==> config.mk <==
export PLATFORM = sky130hd
export DESIGN_NAME = count_seq_ctrl
export DESIGN_NICKNAME = d
export VERILOG_FILES = /design/src/rtl/count_seq_ctrl.sv
export SDC_FILE = /design/constraint.sdc
export NUM_CORES = 1
export LEC_CHECK = 0
export ABC_AREA = 1
export CAP_MARGIN = 20
export CORE_ASPECT_RATIO = 0.75
export CORE_UTILIZATION = 25
export DETAILED_ROUTE_END_ITERATION = 8
export PLACE_DENSITY = 0.44
export SLEW_MARGIN = 20
export SYNTH_ARGS = -nofsm -noshare
export SYNTH_HDL_FRONTEND = slang
export SYNTH_SLANG_ARGS = --single-unit
==> constraint.sdc <==
create_clock -name clk -period 2.75 [get_ports clk]
set_input_delay 0.4125 -clock clk [delete_from_list [all_inputs] [get_ports clk]]
set_output_delay 0.4125 -clock clk [all_outputs]
set_load 0.1 [all_outputs]
==> src/rtl/count_seq_ctrl.sv <==
// Run/pause/single-step sequencer: debounced buttons steer an IDLE/RUN/PAUSE FSM that walks count over 0..LAST.
// Press pulse lands 2 sync + DB_CYCLES cycles after a clean edge; count/adv update one cycle after the tick or press.
module count_seq_ctrl #(
  parameter int DIV       = 25000000,
  parameter int DB_CYCLES = 500000,
  parameter int LAST      = 5
) (
  input  logic       clk,
  input  logic       rst,
  input  logic       btn_run,
  input  logic       btn_step,
  input  logic       dir,
  output logic [2:0] count,
  output logic       adv,
  output logic       running
);

  localparam int PW = $clog2(DIV);
  localparam int DW = $clog2(DB_CYCLES + 1);
  localparam logic [PW-1:0] PRE_MAX = PW'(DIV - 1);
  localparam logic [DW-1:0] DB_MAX  = DW'(DB_CYCLES - 1);
  localparam logic [2:0]    LAST_V  = 3'(LAST);

  typedef enum logic [1:0] {IDLE, RUN, PAUSE} state_t;

  state_t        state, state_nxt;
  logic [1:0]    sync1, sync2, db_lvl, press;   // bit 0 = run button, bit 1 = step button
  logic [DW-1:0] db_cnt [2];
  logic [PW-1:0] pre_cnt;
  logic          tick;
  logic          adv_nxt;
  logic [2:0]    count_nxt;

  // db_cnt counts consecutive samples disagreeing with the accepted level.
  always_ff @(posedge clk) begin
    if (rst) begin
      sync1  <= '0;
      sync2  <= '0;
      db_lvl <= '0;
      press  <= '0;
      for (int i = 0; i < 2; i++) db_cnt[i] <= '0;
    end else begin
      sync1 <= {btn_step, btn_run};
      sync2 <= sync1;
      press <= '0;
      for (int i = 0; i < 2; i++) begin
        if (sync2[i] == db_lvl[i]) begin
          db_cnt[i] <= '0;
        end else if (db_cnt[i] == DB_MAX) begin
          db_cnt[i] <= '0;
          db_lvl[i] <= sync2[i];
          press[i]  <= sync2[i];
        end else begin
          db_cnt[i] <= db_cnt[i] + 1'b1;
        end
      end
    end
  end

  assign tick = (state == RUN) && (pre_cnt == PRE_MAX);

  always_ff @(posedge clk) begin
    if (rst) state <= IDLE;
    else     state <= state_nxt;
  end

  // A run press always wins: it swallows a same-cycle step press or tick.
  always_comb begin
    state_nxt = state;
    adv_nxt   = 1'b0;
    case (state)
      IDLE: begin
        if (press[0]) begin
          state_nxt = RUN;
        end else if (press[1]) begin
          state_nxt = PAUSE;
          adv_nxt   = 1'b1;
        end
      end
      RUN: begin
        if (press[0]) state_nxt = PAUSE;
        else          adv_nxt   = tick;
      end
      PAUSE: begin
        if (press[0])      state_nxt = RUN;
        else if (press[1]) adv_nxt   = 1'b1;
      end
      default: state_nxt = IDLE;
    endcase
  end

  always_comb begin
    if (count > LAST_V)  count_nxt = '0;
    else if (dir)        count_nxt = (count == 3'd0) ? LAST_V : count - 3'd1;
    else                 count_nxt = (count == LAST_V) ? 3'd0 : count + 3'd1;
  end

  // Prescaler restarts at 0 on every entry to RUN so the first advance is DIV cycles later.
  always_ff @(posedge clk) begin
    if (rst) begin
      pre_cnt <= '0;
      count   <= '0;
      adv     <= 1'b0;
      running <= 1'b0;
    end else begin
      adv     <= adv_nxt;
      running <= (state_nxt == RUN);
      if (adv_nxt) count <= count_nxt;
      if ((state == RUN) && (state_nxt == RUN)) pre_cnt <= tick ? '0 : pre_cnt + 1'b1;
      else                                      pre_cnt <= '0;
    end
  end

endmodule

==> flow_metrics.env <==
export IMPL_regArea_um2=1940
export IMPL_dp_hpwl_um=6830
export IMPL_cts_tree="yes"
export IMPL_worstHoldStart="sync1[0]"
export IMPL_crit_family="simple AND/OR/NAND/NOR gates"
export IMPL_postSynthAreaPerCell_um2=7.73
export IMPL_place_congestion=0.830
export IMPL_crit_cells=8
export IMPL_nets=607
export IMPL_p_leak_nw=1.83
export IMPL_hp_class="register to register"
export IMPL_grt_util_all_layers=0.117
export IMPL_synth_cell_types=34
export IMPL_path_cells="ha_1 -> nand3_1 -> nor3_1 -> nand2_1 -> nand2_2 -> inv_1 -> o21ai_0 -> nor2_1"
export IMPL_cpPeakStageDelay_ns=0.37
export IMPL_reg2reg_from="db_cnt[0][0]"
export IMPL_violations="DRC"
export IMPL_cp_max_fo=16
export IMPL_rsz0062_at_grt="false"
export IMPL_cts_root_buffer="clkbuf_16"
export IMPL_clock_sinks=78
export IMPL_grt_use_met3=0.0382
export IMPL_ys_ff_latch=78
export IMPL_area_growth_pct=17.2
export IMPL_start_util=0.260
export IMPL_die_x_um=152
export IMPL_cts_buffers=9
export IMPL_die_h_um=115
export IMPL_cts_setup_buffers=0
export IMPL_dp_slack_ns=0.687
export IMPL_hold_buffers=0
export IMPL_num_fill_cells=1752
export IMPL_reg2reg_depth=8
export IMPL_fin_setup_tns_ns=0
export IMPL_min_period_ns=1.97
export IMPL_clock_skew_ns=0.00906
export IMPL_crit_arrival_ns=2.07
export IMPL_status="complete, but fails checks"
export IMPL_synth_ff_type="dfxtp_1"
export IMPL_port_buffers=9
export IMPL_coreArea_um2=16300
export IMPL_seq_area_frac_synth=0.460
export IMPL_rows=40
export IMPL_fmax_mhz=507
export IMPL_synth_edf_count=38
export IMPL_syn_area_um2=4220
export IMPL_dieArea_um2=17400
export IMPL_yosys_cell_count_top_type="nand2_1"
export IMPL_drv_cap=0
export IMPL_critical_path_buf_inv_count=1
export IMPL_whs_endpoint="sync2[0]"
export IMPL_synth_top_cells_by_count="nand2_1, nor2_1, inv_1"
export IMPL_overflow=0
export IMPL_worst_path_max_delay_cell="edfxtp_1"
export IMPL_cts_clk_slew_worst_paths_ns=0.06
export IMPL_htree_levels=3
export IMPL_holdPathStages=2
export IMPL_grt_pass1_wl_um=16000
export IMPL_dr_pass1_iters=7
export IMPL_totalWireLength_um=9190
export IMPL_io_pins=10
export IMPL_powerDensity_nw_per_um2=506
export IMPL_end_kind="register"
export IMPL_yosys_warnings=0
export IMPL_finalMaxSlewViolations=0
export IMPL_finalSetupViolCount=0
export IMPL_drc=2
export IMPL_clock_latency_ns=0.34
export IMPL_peakVddDrop_v=0.000217
export IMPL_grt_max_degree=24
export IMPL_start_kind="register"
export IMPL_cts_resized=0
export IMPL_use_met1=0.166
export IMPL_detail_route_antenna_nets=0
export IMPL_path_class="register to register"
export IMPL_synth_top_area_share=0.270
export IMPL_drt_wirelength_per_cell_um=11.3
export IMPL_grt_util_met2=0.162
export IMPL_syn_inst=546
export IMPL_fin_crit_sh=0.717
export IMPL_drt_iter0_drc=198
export IMPL_synth_area_top_cells="edfxtp_1, dfxtp_1, nand2_1, nor2_1, inv_1"
export IMPL_diodes=0
export IMPL_final_hold_violation_count=0
export IMPL_antenna_found_initial=0
export IMPL_grt_busiest_layer="met1"
export IMPL_drive_above_1_share=0.0731
export IMPL_synthArstFlopShare=0
export IMPL_post_synth_top_area_cell="edfxtp_1"
export IMPL_timing_rr_end="db_cnt[0][14]"
export IMPL_multi_input_area_um2=2130
export IMPL_vias=3515
export IMPL_cts_buffer_depth=2
export IMPL_viasPerCell=4.33
export IMPL_critical_path_required_ns=2.85
export IMPL_fin_ws_ns=0.778
export IMPL_slew_headroom=0.534
export IMPL_grt_pass1_vias=3357
export IMPL_tightest_slew_ns=0.694
export IMPL_reg2reg_slack_ns=0.78
==> worst max-delay path by stage <==
stage                 startpoint             to  slack (ns)
global route        db_cnt[0][0]  db_cnt[0][14]        0.52
floorplan               count[0]       count[2]        0.78
detailed placement           rst   db_cnt[1][3]        0.69
finish              db_cnt[0][0]  db_cnt[0][14]        0.78
CTS                 db_cnt[0][0]  db_cnt[0][14]        0.75
global placement             rst  db_cnt[0][14]        0.74
==> sequential cells by signal, indices dropped and copies added (netlist names) <==
register	cells
db_cnt	38
adv	1
count	3
running	1
state	2
press	2
sync1	2
pre_cnt	25
db_lvl	2
sync2	2
==> worst min-delay path: stages, from the launching register on <==
cell and delay (ns):
dfxtp_1 0.30, inv_1 0.04, nor2_1 0.03
==> report_power, final <==
part	switching [mW]	internal, mW	leakage [nW]
Clock	0.456	0.696	0.141
Combinational	0.0502	0.0282	0.973
Sequential	0.0293	1.24	0.715
Total	0.536	1.97	1.83
==> per-stage QoR <==
step	power, mW	area (um2)	utilization	hold WS [ns]	std cells
CTS	2.55	4950	0.304	0.405	812
floorplan	1.35	4360	-	0.388	583
global placement	1.38	4660	0.287	0.392	797
global route	2.61	4950	0.304	0.418	812
finish	2.50	4950	0.304	0.403	812
detailed placement	1.38	4660	0.287	0.396	797
==> logic make-up (layout without fill, tap and decap cells) <==
| logic type | count (synthesis) | after routing | synth area share |
|---|---|---|---|
| other cells | 1 | 38 | 0.000888 |
| fa+ha+maj | 4 | 4 | 0.0119 |
| compound gates | 42 | 42 | 0.0530 |
| xor+xnor | 25 | 25 | 0.0519 |
| simple gates | 325 | 325 | 0.354 |
| buf+inv | 71 | 90 | 0.0687 |
| flops | 78 | 78 | 0.460 |
==> layout by cell type, fill, tap and decap left out, types with 6 or more instances in the layout <==
| cell | instances |
|---|---|
| inv_1 | 65 |
| nand2_1 | 120 |
| nor3_1 | 24 |
| clkbuf_16 | 10 |
| a21oi_1 | 27 |
| nand3_1 | 27 |
| a31oi_1 | 6 |
| dfxtp_1 | 40 |
| xor2_1 | 15 |
| nor2_1 | 93 |
| nand4_1 | 22 |
| conb_1 | 38 |
| edfxtp_1 | 38 |
| xnor2_1 | 10 |
| buf_4 | 6 |
==> metal layers <==
layer | vias to the layer above | routed length, um
met1 | 1584 | 4990
met4 | 0 | 124
met3 | 8 | 510
met5 | - | 0
li1 | 1865 | -
met2 | 58 | 3570
==> layout make-up <==
| cell class | instances | share of cell area |
|---|---|---|
| sequential | 78 | 0.393 |
| clock buffer | 14 | 0.0564 |
| tap | 210 | 0.0531 |
| clock inverter | 1 | 0.00101 |
| inverter | 65 | 0.0493 |
| timing repair buffer | 10 | 0.0172 |
| multi-input combinational | 434 | 0.430 |
No activity file was read; power rests on OpenSTA's default activity.
